File: src/rtl/cpu_types_pkg.sv
`default_nettype none
// ============================================================================
// Module      : cpu_types_pkg
// Description : Shared CPU types for the fetch stage. Provides the machine
//               word type, the fetch FSM state encoding, the next-PC select
//               encoding and the sequential PC step.
// Revision    : 1.0 - initial release
// ============================================================================
package cpu_types_pkg;

  typedef logic [31:0] word_t;

  // Byte distance between sequential instructions.
  localparam word_t PC_STEP = 32'd4;

  // Fetch stage control states.
  typedef enum logic [1:0] {
    FETCH  = 2'd0,
    SQUASH = 2'd1,
    HALTED = 2'd2
  } fetch_state_t;

  // Next-PC source select driven by the fetch FSM.
  typedef enum logic [1:0] {
    PC_HOLD    = 2'd0,
    PC_INC     = 2'd1,
    PC_REDIR   = 2'd2,
    PC_REDIR_Q = 2'd3
  } pc_sel_t;

  // Sequential successor of a PC; wraps naturally modulo 2^32.
  function automatic word_t next_seq_pc(input word_t pc);
    return pc + PC_STEP;
  endfunction

endpackage : cpu_types_pkg
`default_nettype wire

File: src/rtl/fetch_unit_if.sv
`default_nettype none
// ============================================================================
// Module      : fetch_unit_if
// Description : Bundle of the fetch stage's bus signals: icache request and
//               response, hazard/redirect/halt controls from later stages,
//               and the IF/ID pipeline latch inputs.
//   master : fetch unit side (drives iREN, iaddr and the IF/ID signals)
//   slave  : environment side (icache, hazard unit, branch resolution)
// Signals :
//   ihit, iload          icache response (iload valid with ihit)
//   iREN, iaddr          icache read request
//   stall                hazard unit holds IF/ID
//   redirect/redirect_pc taken branch/jump/mispredict and its target
//   halt                 halt retired downstream
//   instr/npc/curr_pc    IF/ID data inputs
//   ifid_en/ifid_flush   IF/ID enable and flush
// Revision    : 1.0 - initial release
// ============================================================================
interface fetch_unit_if;
  import cpu_types_pkg::*;

  logic  ihit;
  word_t iload;
  logic  iREN;
  word_t iaddr;
  logic  stall;
  logic  redirect;
  word_t redirect_pc;
  logic  halt;
  word_t instr;
  word_t npc;
  word_t curr_pc;
  logic  ifid_en;
  logic  ifid_flush;

  modport master (
    input  ihit, iload, stall, redirect, redirect_pc, halt,
    output iREN, iaddr, instr, npc, curr_pc, ifid_en, ifid_flush
  );

  modport slave (
    output ihit, iload, stall, redirect, redirect_pc, halt,
    input  iREN, iaddr, instr, npc, curr_pc, ifid_en, ifid_flush
  );

endinterface : fetch_unit_if
`default_nettype wire

File: src/rtl/fetch_pc_reg.sv
`default_nettype none
// ============================================================================
// Module      : fetch_pc_reg
// Description : PC register and pending-redirect target register with the
//               next-PC mux. The fetch FSM chooses the source each cycle.
// Ports :
//   clk            clock, rising edge
//   nrst           synchronous active-low reset
//   i_pc_sel       next-PC source (hold / +4 / redirect_pc / saved target)
//   i_redir_load   capture i_redirect_pc into the saved-target register
//   i_redirect_pc  redirect target from later stages
//   o_pc           current PC
//   o_redir_q      saved redirect target
// Revision    : 1.0 - initial release
// ============================================================================
module fetch_pc_reg
  import cpu_types_pkg::*;
#(
  parameter word_t PC_INIT = 32'h0000_0000
) (
  input  logic    clk,
  input  logic    nrst,
  input  pc_sel_t i_pc_sel,
  input  logic    i_redir_load,
  input  word_t   i_redirect_pc,
  output word_t   o_pc,
  output word_t   o_redir_q
);

  word_t r_pc;
  word_t r_redir_q;
  word_t w_pc_next;

  always_comb begin
    w_pc_next = r_pc;
    case (i_pc_sel)
      PC_HOLD:    w_pc_next = r_pc;
      PC_INC:     w_pc_next = next_seq_pc(r_pc);
      PC_REDIR:   w_pc_next = i_redirect_pc;
      PC_REDIR_Q: w_pc_next = r_redir_q;
      default:    w_pc_next = r_pc;
    endcase
  end

  always_ff @(posedge clk) begin
    if (!nrst) begin
      r_pc      <= PC_INIT;
      r_redir_q <= '0;
    end else begin
      r_pc <= w_pc_next;
      if (i_redir_load) begin
        r_redir_q <= i_redirect_pc;
      end
    end
  end

  assign o_pc      = r_pc;
  assign o_redir_q = r_redir_q;

endmodule : fetch_pc_reg
`default_nettype wire

File: src/rtl/fetch_unit.sv
`default_nettype none
// ============================================================================
// Module      : fetch_unit
// Description : Instruction-fetch stage, producer side of the IF/ID latch.
//               Owns the PC, issues icache reads, and absorbs redirects,
//               stalls and halt - including redirects that land while an
//               icache miss is still outstanding (SQUASH state).
// Ports :
//   CLK      clock, rising edge
//   nRST     synchronous active-low reset; forces iREN=0, ifid_en=0,
//            ifid_flush=1 while low
//   bus      fetch_unit_if.master (icache, controls, IF/ID inputs)
//   fetch_cnt/miss_cnt/squash_cnt  saturating event counters, present only
//            when FETCH_PERF_CNT_EN is defined
// Build option : FETCH_PERF_CNT_EN - adds the performance counters.
// Revision    : 1.0 - initial release
// ============================================================================
module fetch_unit
  import cpu_types_pkg::*;
#(
  parameter word_t PC_INIT = 32'h0000_0000
) (
  input  logic  CLK,
  input  logic  nRST,
`ifdef FETCH_PERF_CNT_EN
  output word_t fetch_cnt,
  output word_t miss_cnt,
  output word_t squash_cnt,
`endif
  fetch_unit_if.master bus
);

  fetch_state_t r_state;
  fetch_state_t w_state_next;
  pc_sel_t      w_pc_sel;
  logic         w_redir_load;
  word_t        w_pc;
  word_t        w_redir_q;
  logic         w_iren;
  logic         w_ifid_en;
  logic         w_ifid_flush;

  // --------------------------------------------------------------------------
  // PC / saved-target registers
  // --------------------------------------------------------------------------
  fetch_pc_reg #(
    .PC_INIT (PC_INIT)
  ) u_pc_reg (
    .clk           (CLK),
    .nrst          (nRST),
    .i_pc_sel      (w_pc_sel),
    .i_redir_load  (w_redir_load),
    .i_redirect_pc (bus.redirect_pc),
    .o_pc          (w_pc),
    .o_redir_q     (w_redir_q)
  );

  // --------------------------------------------------------------------------
  // FSM state register
  // --------------------------------------------------------------------------
  always_ff @(posedge CLK) begin
    if (!nRST) begin
      r_state <= FETCH;
    end else begin
      r_state <= w_state_next;
    end
  end

  // --------------------------------------------------------------------------
  // Next-state and PC control. Priority: halt > redirect > stall > ihit.
  // --------------------------------------------------------------------------
  always_comb begin
    w_state_next = r_state;
    w_pc_sel     = PC_HOLD;
    w_redir_load = 1'b0;
    case (r_state)
      FETCH: begin
        if (bus.halt) begin
          w_state_next = HALTED;
        end else if (bus.redirect && (bus.ihit || !w_iren)) begin
          // The word arriving with the redirect is on the wrong path.
          w_pc_sel = PC_REDIR;
        end else if (bus.redirect) begin
          // Miss outstanding: keep iaddr stable for the cache and park
          // the target until the in-flight read completes.
          w_redir_load = 1'b1;
          w_state_next = SQUASH;
        end else if (bus.ihit && !bus.stall) begin
          w_pc_sel = PC_INC;
        end
      end
      SQUASH: begin
        if (bus.redirect && !bus.halt) begin
          w_redir_load = 1'b1;
        end
        if (bus.halt) begin
          w_state_next = HALTED;
        end else if (bus.ihit) begin
          // A same-cycle redirect is newer than the parked target.
          w_pc_sel     = bus.redirect ? PC_REDIR : PC_REDIR_Q;
          w_state_next = FETCH;
        end
      end
      HALTED: begin
        w_state_next = HALTED;
      end
      default: begin
        w_state_next = FETCH;
      end
    endcase
  end

  // --------------------------------------------------------------------------
  // Outputs. Reset low overrides every other input.
  // --------------------------------------------------------------------------
  always_comb begin
    w_iren       = 1'b0;
    w_ifid_en    = 1'b0;
    w_ifid_flush = 1'b1;
    if (nRST) begin
      w_iren       = (r_state != HALTED);
      w_ifid_flush = bus.redirect;
      w_ifid_en    = (r_state == FETCH) && bus.ihit && !bus.stall &&
                     !bus.redirect && !bus.halt;
    end
  end

  assign bus.iREN       = w_iren;
  assign bus.iaddr      = w_pc;
  assign bus.curr_pc    = w_pc;
  assign bus.npc        = next_seq_pc(w_pc);
  assign bus.instr      = bus.iload;
  assign bus.ifid_en    = w_ifid_en;
  assign bus.ifid_flush = w_ifid_flush;

`ifdef FETCH_PERF_CNT_EN
  // --------------------------------------------------------------------------
  // Saturating event counters
  // --------------------------------------------------------------------------
  word_t r_fetch_cnt;
  word_t r_miss_cnt;
  word_t r_squash_cnt;
  logic  w_miss_evt;
  logic  w_squash_evt;

  assign w_miss_evt   = w_iren && !bus.ihit;
  // Every FETCH-state redirect that is not pre-empted by halt; this covers
  // both the FETCH->SQUASH case and the in-place redirect on a hit.
  assign w_squash_evt = nRST && (r_state == FETCH) && bus.redirect && !bus.halt;

  always_ff @(posedge CLK) begin
    if (!nRST) begin
      r_fetch_cnt  <= '0;
      r_miss_cnt   <= '0;
      r_squash_cnt <= '0;
    end else begin
      if (w_ifid_en && (r_fetch_cnt != '1)) begin
        r_fetch_cnt <= r_fetch_cnt + 32'd1;
      end
      if (w_miss_evt && (r_miss_cnt != '1)) begin
        r_miss_cnt <= r_miss_cnt + 32'd1;
      end
      if (w_squash_evt && (r_squash_cnt != '1)) begin
        r_squash_cnt <= r_squash_cnt + 32'd1;
      end
    end
  end

  assign fetch_cnt  = r_fetch_cnt;
  assign miss_cnt   = r_miss_cnt;
  assign squash_cnt = r_squash_cnt;
`endif

endmodule : fetch_unit
`default_nettype wire

File: src/flat_wrapper.sv
// flat-port wrapper written by rule: the top's interface ports become plain ports
module fetch_unit_flat import cpu_types_pkg::*;
#(
  parameter word_t PC_INIT = 32'h0000_0000
)
  (CLK, nRST, bus_ihit, bus_iload, bus_stall, bus_redirect, bus_redirect_pc, bus_halt, bus_iREN, bus_iaddr, bus_instr, bus_npc, bus_curr_pc, bus_ifid_en, bus_ifid_flush);
  fetch_unit_if bus_i ();
  input  logic CLK;
  input  logic nRST;
  input wire logic [$bits(bus_i.ihit)-1:0] bus_ihit;
  input wire logic [$bits(bus_i.iload)-1:0] bus_iload;
  input wire logic [$bits(bus_i.stall)-1:0] bus_stall;
  input wire logic [$bits(bus_i.redirect)-1:0] bus_redirect;
  input wire logic [$bits(bus_i.redirect_pc)-1:0] bus_redirect_pc;
  input wire logic [$bits(bus_i.halt)-1:0] bus_halt;
  output wire logic [$bits(bus_i.iREN)-1:0] bus_iREN;
  output wire logic [$bits(bus_i.iaddr)-1:0] bus_iaddr;
  output wire logic [$bits(bus_i.instr)-1:0] bus_instr;
  output wire logic [$bits(bus_i.npc)-1:0] bus_npc;
  output wire logic [$bits(bus_i.curr_pc)-1:0] bus_curr_pc;
  output wire logic [$bits(bus_i.ifid_en)-1:0] bus_ifid_en;
  output wire logic [$bits(bus_i.ifid_flush)-1:0] bus_ifid_flush;
  assign bus_i.ihit = bus_ihit;
  assign bus_i.iload = bus_iload;
  assign bus_i.stall = bus_stall;
  assign bus_i.redirect = bus_redirect;
  assign bus_i.redirect_pc = bus_redirect_pc;
  assign bus_i.halt = bus_halt;
  assign bus_iREN = bus_i.iREN;
  assign bus_iaddr = bus_i.iaddr;
  assign bus_instr = bus_i.instr;
  assign bus_npc = bus_i.npc;
  assign bus_curr_pc = bus_i.curr_pc;
  assign bus_ifid_en = bus_i.ifid_en;
  assign bus_ifid_flush = bus_i.ifid_flush;
  fetch_unit #(.PC_INIT(PC_INIT)) u_core (.CLK(CLK), .nRST(nRST), .bus(bus_i));
endmodule
File: config.mk
export PLATFORM = sky130hd
export DESIGN_NAME = fetch_unit_flat
export DESIGN_NICKNAME = d
export VERILOG_FILES = /design/src/rtl/cpu_types_pkg.sv /design/src/rtl/fetch_unit_if.sv /design/src/rtl/fetch_pc_reg.sv /design/src/rtl/fetch_unit.sv /design/src/flat_wrapper.sv
export SDC_FILE = /design/constraint.sdc
export NUM_CORES = 1
export LEC_CHECK = 0
export ABC_CLOCK_PERIOD_IN_PS = 2680
export CAP_MARGIN = 20
export CORE_MARGIN = 1
export CORE_UTILIZATION = 41
export DETAILED_ROUTE_END_ITERATION = 16
export MAX_ROUTING_LAYER = met4
export PLACE_DENSITY = 0.81
export SLEW_MARGIN = 20
export SYNTH_ARGS = -nofsm -noshare
export SYNTH_HDL_FRONTEND = slang
export SYNTH_SLANG_ARGS = --single-unit
File: constraint.sdc
create_clock -name CLK -period 2.68 [get_ports CLK]
set_input_delay 0.804 -clock CLK [delete_from_list [all_inputs] [get_ports CLK]]
set_output_delay 0.804 -clock CLK [all_outputs]
set_load 0.01 [all_outputs]
==> metrics.txt <==
Pins Over Slew Limit 0; Top Ports 201; number of max-cap violations 0; status finished with violations; latest clock arrival within the worst-skew pair 0.35 ns; largest net degree at the start of global routing 44; top_reg_cell synth dfxtp_1; die span in y 102.6 microns; failing checks setup timing; Clock Skews 0.01264 ns; final setup vio count 10; Yosys top cell area share 31.86%; Synth Cell Area 4146 sq um; root buffer cell clkbuf_8; worst hold path class register to register; # fillers 734; Slowest-stage cell, CP dfxtp_2; pre-CTS setup slack -0.4583 ns; Buf/Inv on CP 2; All-Layer GR Usage 28.06%; Avg WL per Cell 18.09 microns; Critical Path Sink Type primary output; R2R Path End u_core.u_pc_reg.o_pc[4]; worst endpoint required time 1.88 ns; Synth area leaders dfxtp_1, buf_4, nand2_1; IO Port Bufs 136; initial antenna violation count 0; PD cells 419.8 nW/um^2; yosys warns 0; antenna viol nets, final 0; Hold EP u_core.u_pc_reg.o_redir_q[11]; R2R cell count 11; CP max stage delay 0.37 ns; Top delay family on crit path simple AND/OR/NAND/NOR gates; clock transition at the registers of the reported paths 0.07 ns; final period utilization 105.7%; number of enable flip-flop cells after synthesis 0; core box area 9774 sq um; leakage power 2.970 nW; Synth area leader dfxtp_1; FMAX 352.9 MHz; nets 760; Initial Util 42.42%; H-tree Lvls 3; sequential-to-total area share from yosys stat 31.86%; Final Hold Vio Count 0; hold_sp u_core.u_pc_reg.o_redir_q[11]; critical path class register to primary output; post-placement cell area 5725 sq um; HPWL Detailed 9.676 mm; CTS Buf Count 9; # diodes 0; Pre-Repair DR Iteration Count 5; Seq cells post-synth 66; vias in the first global route 4481; worst reg2reg setup slack 0.46 ns; RSZ-0062 raised after global routing yes; Max VDD drop 0.2957 mV; Clock Sinks 66; Critical Path Source Type register; Max FO, Critical Path 4; via count 4635; first-pass GRT wire length 22.01 mm; FP Rows 36; Worst slew margin 74.92%; Final WS setup -0.1533 ns; count of cell types in the netlist 53; drt total wl 14.96 mm; Die Area 10520 sq um; Final Util 66.31%; CTS Hold Bufs 0; Area growth syn-to-layout 56.31%; WP data arrival 2.03 ns; Die Wd 102.6 microns; gp weighted congestion 0.9277; drt first-iter violations 271; # DRC 0; share of layout cells above drive strength 1 31.84%; syn nets 599; Synth Instances 528; RR Startpoint u_core.r_state[0]; worst path cell trace ha_4 -> and2_4 -> nand4_4 -> buf_6 -> nor4_4 -> xor2_1 -> buf_2; Async S/R FF share, synth 0%; worst hold path depth 2; Synth Area per Inst 7.853 sq um; Final Critical Period 2.833 ns; CTS tree built; Via-to-Cell Ratio 5.605; CTS Buffer Depth 2; Slew @ Worst Pin 0.3757 ns; cell area after layout 6481 sq um; grt ovf 0
registers in the layout, summed over array words and instances, names as in the netlist:
register,cells
u_core.u_pc_reg.o_redir_q,32
u_core.r_state,2
u_core.u_pc_reg.o_pc,32
power by group:
part	internal [W]	switching (W)	leakage [nW]
Sequential	0.00103	0.0000401	0.545
Combinational	0.000376	0.000330	2.32
Clock	0.000522	0.000423	0.105
timing repair:
action                     CTS  global route
pin swaps                   30            27
resized for setup          147            40
setup buffers               20            14
setup endpoints to repair   30            30
per-stage QoR:
stage	power [W]	TNS, ns	cells	hold slack (ns)
after CTS	0.002686	-0.2300	814	0.4562
after global placement	0.001735	-10.31	779	0.4391
final	0.002721	-0.6760	827	0.4524
after detailed placement	0.001753	-13.78	779	0.4455
after floorplan	0.001437	0	528	0.4332
after global routing	0.002815	-1.822	827	0.4749
worst max path at each step:
stage                  endpoint                    start  cells after the start  slack (ns)
global placement    bus_ifid_en                bus_stall                      4       -0.42
CTS                 bus_npc[31]  u_core.u_pc_reg.o_pc[2]                      6       -0.08
floorplan           bus_npc[20]  u_core.u_pc_reg.o_pc[2]                      5        0.10
finish              bus_npc[28]  u_core.u_pc_reg.o_pc[3]                      7       -0.15
global route        bus_npc[29]  u_core.u_pc_reg.o_pc[2]                      8       -0.20
detailed placement  bus_ifid_en                bus_stall                      4       -0.46
routing by layer:
layer	global-route usage, %	share of wire [%]	vias up
met5	-	0	-
met4	14.95	3.3	0
met3	5.424	9.1	60
met2	47.18	50	292
met1	31.43	37	2186
li1	-	-	2097
cells by family after synthesis:
kind of cell / count (synthesis) / share of synthesized area [%]
buffers and inverters: 107 / 15.96
AND/OR/NAND/NOR: 199 / 23.78
AO/OA/AOI/OAI: 109 / 17.80
XOR/XNOR: 29 / 6.125
multiplexers: 17 / 4.164
flip-flops: 66 / 31.86
adder cells (fa/ha/maj): 1 / 0.3017
layout make-up:
| type | count | area, sq um | share of cell area [%] |
|---|---|---|---|
| clock buffer | 9 | 123.9 | 1.911 |
| sequential | 66 | 1349 | 20.81 |
| inverter | 8 | 30.03 | 0.4633 |
| multi-input combinational | 355 | 2510 | 38.73 |
| timing repair buffer | 249 | 2208 | 34.07 |
| tap | 133 | 166.4 | 2.568 |
| clock inverter | 7 | 93.84 | 1.448 |
cell usage in the layout (no fill, tap or decap), types with 15 or more instances in the layout:
| master | count |
|---|---|
| nand2_1 | 111 |
| clkdlybuf4s50_1 | 104 |
| buf_4 | 96 |
| dfxtp_1 | 48 |
| a21oi_1 | 41 |
| buf_2 | 20 |
| dfxtp_2 | 16 |
| nand3_1 | 15 |
| nor2_1 | 15 |
| mux2i_1 | 15 |
worst min-delay path, stage by stage (launching register included):
cell and delay, ns:
dfxtp_1 0.31, nand2_1 0.05, a21oi_1 0.05
cells in the mapped netlist, types with 2 or more instances:
library cell,n
nand4_2,3
clkbuf_1,23
mux2i_1,15
a311oi_1,3
xnor2_1,16
nor3_1,6
nand4_1,6
a31oi_1,2
mux2_2,2
o211ai_1,4
o22ai_1,4
nor4_1,7
buf_1,2
a21oi_1,41
nor4_4,2
a211oi_1,11
nand3_1,16
o21ai_0,9
nor2_1,17
and2_1,4
nand2b_1,4
a22oi_1,2
and3_1,5
o21a_1,11
o211a_1,11
and4_1,4
inv_1,7
o221ai_1,5
xor2_1,13
buf_4,67
nand2_1,113
dfxtp_1,66
buf_2,7
Note: power is estimated with default switching activity, not from simulation.
